## src/rtl/sram_arbiter.sv

```systemverilog
// sram_arbiter: shares one external SRAM controller between the 6502 bus
// (port A) and a second master such as DMA or video fetch (port B).
// Accesses are serialised through IDLE -> ACCESS -> DONE. The transaction is
// held stable on the controller side until sram_ready arrives or the watchdog
// expires. Completion is reported to the winning port as a one-cycle ack,
// with err also set when the watchdog aborted the access.
//
// Build option: define SRAM_ARB_RR_EN for round-robin tie breaking.
// Without it, ties use fixed priority and A always wins.
//
// Handshake: a requester raises req with we/addr/wdata stable and keeps req
// high until it sees its one-cycle ack. The arbiter does not look at req
// while an ack is on the wire. A requester that drops req on seeing ack
// therefore never gets a duplicate access, and one that keeps req high gets
// a fresh access afterwards. On the controller side, a strobe
// (sram_read/sram_write) stays high with a constant address and data until a
// one-cycle sram_ready pulse. sram_ready outside ACCESS is ignored.
module sram_arbiter #(
  parameter int ADDR_W  = 18,
  parameter int DATA_W  = 16,
  parameter int TIMEOUT = 255
) (
  input  logic              clk,
  input  logic              reset_n,
  input  logic              a_req,
  input  logic              a_we,
  input  logic [ADDR_W-1:0] a_addr,
  input  logic [DATA_W-1:0] a_wdata,
  output logic              a_ack,
  output logic              a_err,
  output logic [DATA_W-1:0] a_rdata,
  input  logic              b_req,
  input  logic              b_we,
  input  logic [ADDR_W-1:0] b_addr,
  input  logic [DATA_W-1:0] b_wdata,
  output logic              b_ack,
  output logic              b_err,
  output logic [DATA_W-1:0] b_rdata,
  output logic [ADDR_W-1:0] sram_address,
  output logic [DATA_W-1:0] sram_data_write,
  output logic              sram_read,
  output logic              sram_write,
  input  logic              sram_ready,
  input  logic [DATA_W-1:0] sram_data_read,
  output logic              busy,
  output logic [1:0]        state_dbg
);

  // Watchdog width covers 0..TIMEOUT; at least one bit when disabled.
  localparam int WD_W = (TIMEOUT > 0) ? $clog2(TIMEOUT + 1) : 1;
  localparam logic [WD_W-1:0] WD_MAX = WD_W'(TIMEOUT);

  typedef enum logic [1:0] {
    ST_IDLE   = 2'd0,
    ST_ACCESS = 2'd1,
    ST_DONE   = 2'd2
  } state_t;

  state_t            state;
  state_t            state_nxt;
  logic              grant;      // 0 = A, 1 = B; also the last port granted
  logic              we_q;
  logic              err_q;
  logic [WD_W-1:0]   wd;

  logic              pick_b;
  logic              take;
  logic              timeout_hit;
  logic              sel_we;
  logic [ADDR_W-1:0] sel_addr;
  logic [DATA_W-1:0] sel_wdata;

  assign state_dbg = state;

  // Winner selection for a new access.
  always_comb begin
    pick_b = 1'b0;
`ifdef SRAM_ARB_RR_EN
    pick_b = b_req && (!a_req || !grant);
`else
    pick_b = b_req && !a_req;
`endif
  end

  assign sel_we    = pick_b ? b_we    : a_we;
  assign sel_addr  = pick_b ? b_addr  : a_addr;
  assign sel_wdata = pick_b ? b_wdata : a_wdata;

  // Requests are not looked at while an ack is being presented.
  assign take        = (state == ST_IDLE) && (a_req || b_req) && !(a_ack || b_ack);
  assign timeout_hit = (TIMEOUT != 0) && (wd == WD_MAX);

  // Next-state logic.
  always_comb begin
    state_nxt = state;
    case (state)
      ST_IDLE:   if (take) state_nxt = ST_ACCESS;
      ST_ACCESS: if (sram_ready || timeout_hit) state_nxt = ST_DONE;
      ST_DONE:   state_nxt = ST_IDLE;
      default:   state_nxt = ST_IDLE;
    endcase
  end

  // State register.
  always_ff @(posedge clk or negedge reset_n) begin
    if (!reset_n) state <= ST_IDLE;
    else          state <= state_nxt;
  end

  // Transaction registers, strobes, watchdog and port responses.
  always_ff @(posedge clk or negedge reset_n) begin
    if (!reset_n) begin
      grant           <= 1'b0;
      we_q            <= 1'b0;
      err_q           <= 1'b0;
      wd              <= '0;
      sram_address    <= '0;
      sram_data_write <= '0;
      sram_read       <= 1'b0;
      sram_write      <= 1'b0;
      a_ack           <= 1'b0;
      b_ack           <= 1'b0;
      a_err           <= 1'b0;
      b_err           <= 1'b0;
      a_rdata         <= '0;
      b_rdata         <= '0;
      busy            <= 1'b0;
    end else begin
      a_ack <= 1'b0;
      b_ack <= 1'b0;
      a_err <= 1'b0;
      b_err <= 1'b0;
      busy  <= (state_nxt != ST_IDLE);
      case (state)
        ST_IDLE: begin
          if (take) begin
            grant           <= pick_b;
            we_q            <= sel_we;
            sram_address    <= sel_addr;
            sram_data_write <= sel_wdata;
            sram_read       <= !sel_we;
            sram_write      <= sel_we;
            err_q           <= 1'b0;
            wd              <= '0;
          end
        end
        ST_ACCESS: begin
          if (sram_ready) begin
            sram_read  <= 1'b0;
            sram_write <= 1'b0;
            if (!we_q) begin
              if (grant) b_rdata <= sram_data_read;
              else       a_rdata <= sram_data_read;
            end
          end else if (timeout_hit) begin
            sram_read  <= 1'b0;
            sram_write <= 1'b0;
            err_q      <= 1'b1;
          end else begin
            wd <= wd + 1'b1;
          end
        end
        ST_DONE: begin
          if (grant) begin
            b_ack <= 1'b1;
            b_err <= err_q;
          end else begin
            a_ack <= 1'b1;
            a_err <= err_q;
          end
        end
        default: ;
      endcase
    end
  end

endmodule

```

## config.mk

```make
export PLATFORM = sky130hd
export DESIGN_NAME = sram_arbiter
export DESIGN_NICKNAME = d
export VERILOG_FILES = /design/src/rtl/sram_arbiter.sv
export SDC_FILE = /design/constraint.sdc
export NUM_CORES = 1
export LEC_CHECK = 0
export CAP_MARGIN = 20
export CORE_MARGIN = 5
export CORE_UTILIZATION = 40
export CTS_BUF_LIST = sky130_fd_sc_hd__clkbuf_16
export DETAILED_ROUTE_END_ITERATION = 10
export PLACE_DENSITY = 0.78
export SLEW_MARGIN = 30
export SYNTH_ARGS = -nofsm -noshare
export SYNTH_HDL_FRONTEND = slang
export SYNTH_SLANG_ARGS = --single-unit
```

## constraint.sdc

```tcl
create_clock -name clk -period 4.3 [get_ports clk]
set_clock_uncertainty 0.2 [all_clocks]
set_input_delay 0.86 -clock clk [delete_from_list [all_inputs] [get_ports clk]]
set_output_delay 0.86 -clock clk [all_outputs]
set_load 0.01 [all_outputs]
```

### Word level (Yosys, flattened, before mapping)

Cells that the tools add are included.

| word-level totals | value |
|---|---|
| register bits after elaboration | 86 |
| input bits | 91 |
| output and inout port bits | 75 |

| cells by class | value |
|---|---|
| add/sub/neg operators | 1 |
| equality and inequality tests | 8 |
| multiplexer cells | 28 |
| bitwise operators | 2 |
| reduce and logical (&&, ||, !) cells | 18 |

Operator list:

| kind | number |
|---|---|
| $mux 8 | 3 |
| $mux 18 | 1 |
| $mux 1 | 16 |
| $mux 16 | 1 |
| $pmux 8 s2 | 1 |
| $reduce_and 4->1 | 4 |
| $add 8x1->8 const B | 1 |
| $eq 8x8->1 const B | 1 |
| $ne 2x2->1 const B | 4 |
| $pmux 1 s2 | 3 |
| $mux 2 | 2 |
| $pmux 2 s2 | 1 |
| $reduce_bool 2->1 | 2 |
| $logic_and 1x1->1 | 3 |
| $logic_not 1->1 | 3 |
| $logic_or 1x1->1 | 3 |
| $ne 3x3->1 const B | 1 |
| $reduce_and 3->1 | 1 |
| $eq 2x1->1 const B | 1 |
| $eq 2x2->1 const B | 1 |
| $logic_not 2->1 | 1 |
| $not 1->1 | 2 |
| $reduce_and 2->1 | 1 |

### Longest topological paths before layout

| logic depth | value |
|---|---|
| depth after elaboration | 6 |
| gate-level depth with buffers | 6 |
| depth with buffers taken out | 5 |

### Worst setup path before layout

Ideal clock, no wire load.

| path | value |
|---|---|
| path kind | in2reg |
| from | input sram_ready |
| to | register a_rdata[0] |
| setup time | 0.125 ns |
| arrival | 2.086 ns |
| required time | 3.975 ns |
| setup slack | 1.889 ns |
| stages on the path | 4 |
| path buffers | 2 |
| cell sequence | clkbuf_1 -> nor4b_4 -> buf_4 -> mux2_2 |

| between the ends | value |
|---|---|
| word-level cells in the longest chain between the ends | 1 |

Ends and longest elaborated chain:

| element | RTL line | source |
|---|---|---|
| start, declared | 43 | `input logic sram_ready,` |
| $reduce_and 4->1 (no source line) | -- |  |
| end signal, assigned | 153 | `else a_rdata <= sram_data_read;` |
| end, declared | 31 | `output logic [DATA_W-1:0] a_rdata,` |

Every way passes these cells.
A chain may end at the register's enable or synchronous reset.

### Worst setup path in the final report

| path | value |
|---|---|
| from | input sram_ready |
| to | register b_rdata[7] |

| between the ends | value |
|---|---|
| word-level cells in the longest chain between the ends | 1 |

Ends and longest elaborated chain:

| element | RTL line | source |
|---|---|---|
| $reduce_and 4->1 (no source line) | -- |  |
| end signal, assigned | 152 | `if (grant) b_rdata <= sram_data_read;` |
| end, declared | 38 | `output logic [DATA_W-1:0] b_rdata,` |

Every way passes these cells.

==> metrics.log <==
INFO  metric cellLeakagePower = 2.41 nW
INFO  metric place_inst = 563
INFO  metric global_route.usage.total = 16.7%
INFO  metric finalWorstSetupSlack = 1470 ps
INFO  metric finish.cell_count_without_fillers = 579
INFO  metric ys_types = 37
INFO  metric clock_path_buffers = 2
INFO  metric dieArea = 11100 µm²
INFO  metric post_drt_via_cell_ratio = 4.96
INFO  metric insertion_delay = 330 ps
INFO  metric drt_pre_antenna_iters = 4
INFO  metric rows = 34
INFO  metric power.density = 653 nW/µm²
INFO  metric cts-hold-fix-buffers = 0
INFO  metric irDropWorstVdd = 286 µV
INFO  metric layout-area-overhead-vs-synth = 56.6%
INFO  metric final_min_period_over_clock_period = 65.7%
INFO  metric synth_seq_area_share = 59.2%
INFO  metric max_freq = 354 MHz
INFO  metric slowest_delay = 740 ps
INFO  metric timing.critical_path.from_type = primary input
INFO  metric worstPathRequired = 4300 ps
INFO  metric cpMaxStageDelayCell = nand4b_1
INFO  metric tightestPinTransition = 868 ps
INFO  metric rsz0062_at_grt = false
INFO  metric arrival = 2820 ps
INFO  metric routed_wire_length_per_instance = 16.0 µm
INFO  metric dieHeight = 105 µm
INFO  metric final_hold_fails = 0
INFO  metric final_common_cell = clkdlybuf4s50_1
INFO  metric port_bufs = 165
INFO  metric drv_cap = 0
INFO  metric globalplace.congestion = 0.846
INFO  metric antenna_violations_before_repair = 0
INFO  metric synthFlopType = dfrtp_1
INFO  metric worst_slew_margin_rel = 41.8%
INFO  metric mappedNetlistArea = 3630 µm²
INFO  metric utilization_of_the_core_after_routing = 64.6%
INFO  metric min-delay-path-class = register to register
INFO  metric cts_num_sinks = 86
INFO  metric finalMaxSlewViolations = 0
INFO  metric async_s_r_ff_share_synth = 100%
INFO  metric post_synth_inst_count = 302
INFO  metric crit_type = primary input to register
INFO  metric final_nets = 558
INFO  metric outcome = finished clean
INFO  metric grt_overflow = 0
INFO  metric n_antenna_cell = 0
INFO  metric critPathBufInv = 1
INFO  metric postCtsSetupRepairBufs = 0
INFO  metric dp.final_hpwl = 7160 µm
INFO  metric routed-via-count = 2872
INFO  metric clk_pin_slew = 70 ps
INFO  metric setup_tns = 0 ps
INFO  metric start_util = 41.3%
INFO  metric critical_path.cell_chain = clkdlybuf4s50_1 -> nand4b_1 -> mux2_2
INFO  metric share_of_cells_above_drive_strength_1 = 12.1%
INFO  metric cts_inserted_buffers = 9
INFO  metric core_area = 8810 µm²
INFO  metric synth_warnings = 0
INFO  metric placed_area = 5390 µm²
INFO  metric grt_first_pass_wirelength = 14900 µm
INFO  metric post-layout-total-power = 3.71 mW
INFO  metric drc_errors = 0
INFO  metric die_width = 105 µm
INFO  metric synth_enable_flop_cells = 0
INFO  metric postSynthRegisterBits = 86
INFO  metric endpoint_kind_of_the_worst_setup_timing_path = register
INFO  metric minimum_clock_period_after_layout = 2830 ps
INFO  metric stdcell_area = 5690 µm²
INFO  metric most-common-layout-cells = clkdlybuf4s50_1, dfrtp_1, nand2_1
INFO  metric drt_iter0_markers = 72
INFO  metric htree_num_levels = 3
INFO  metric worst_hold_slack = 281 ps
INFO  metric critical-path-top-delay-family = simple AND/OR/NAND/NOR gates
INFO  metric detail_route.wirelength = 9270 µm
INFO  metric detailedPlace.worstSlack = 1110 ps
INFO  metric synth_nets = 394
INFO  metric syn_avg_cell_area = 12.0 µm²
INFO  metric path_max_fanout = 16
INFO  metric detail-route-antenna-nets = 0
INFO  metric tritoncts_clock_tree = yes
INFO  metric clock_tree_root_buffer_cell = clkbuf_16
INFO  metric grt_pass1_vias = 2998
INFO  metric boundaryPins = 166
INFO  metric ctsResizeCount = 0
INFO  metric grt_start_max_net_pins = 87
INFO  metric setup_violations = 0
registers in the layout (all words and copies together) (netlist names):
register	flops
b_ack	1
wd	8
a_ack	1
sram_data_write	16
busy	1
grant	1
sram_read	1
err_q	1
we_q	1
b_err	1
a_rdata	16
sram_address	18
a_err	1
sram_write	1
state_dbg	2
b_rdata	16
where the power goes:
part / total (mW) / switching, mW / internal (mW) / leakage (nW)
registers: 1.38 / 0.216 / 1.17 / 1.08
clock network: 0.758 / 0.307 / 0.451 / 0.139
logic: 1.57 / 0.680 / 0.893 / 1.19
worst paths after layout:
check	to	slack, ps	cells after the start	from
max	b_rdata[7]	1470	3	sram_ready
min	sram_data_write[1]	280	2	sram_data_write[1]
max reg2reg	sram_address[15]	1950	5	state_dbg[0]
min reg2reg	sram_data_write[1]	280	2	sram_data_write[1]
max in group asynchronous	sram_address[8]	3000	1	reset_n
min in group asynchronous	b_ack	400	1	reset_n
logic make-up after synthesis:
| logic type | Yosys count | synth area share (%) |
|---|---|---|
| buffers and inverters | 20 | 2.55 |
| flip-flops | 86 | 59.2 |
| adder cells (fa/ha/maj) | 1 | 0.344 |
| multiplexers | 69 | 20.1 |
| AO/OA/AOI/OAI | 52 | 7.85 |
| AND/OR/NAND/NOR | 74 | 9.92 |
cell type report:
cell class                      instances  area [µm²]
Timing Repair Buffer                  169        1680
Clock inverter                          7        73.8
Sequential cell                        86        2150
Clock buffer                            9         225
Tap cell                              108         135
Fill cell                             714        3110
Multi-Input combinational cell        196        1410
Inverter                                4        15.0
per-layer routing:
layer	track usage [%]	share of wire, %
met4	4.87	1.1
met2	26.9	46
met3	8.07	13
met5	0	0
met1	19.8	40
Yosys cell counts, types with 3 or more instances:
| cell | number | share of area [%] |
|---|---|---|
| buf_2 | 5 | 0.69 |
| clkbuf_1 | 8 | 0.83 |
| dfrtp_1 | 86 | 59 |
| inv_1 | 4 | 0.41 |
| mux2_2 | 32 | 9.9 |
| mux2i_1 | 37 | 10 |
| nand2_1 | 46 | 4.8 |
| nand3_1 | 4 | 0.55 |
| nor2_1 | 5 | 0.52 |
| nor3_1 | 3 | 0.41 |
| nor4_1 | 3 | 0.52 |
| o21ai_0 | 38 | 5.2 |
worst reg2reg max path, stage by stage, from the launching register on:
cell     delay (ps)
dfrtp_1         450
nor4_1          690
o21ai_4         320
buf_4           350
nand2_1         130
o21ai_0          90
Note: power is estimated with default switching activity, not from simulation.
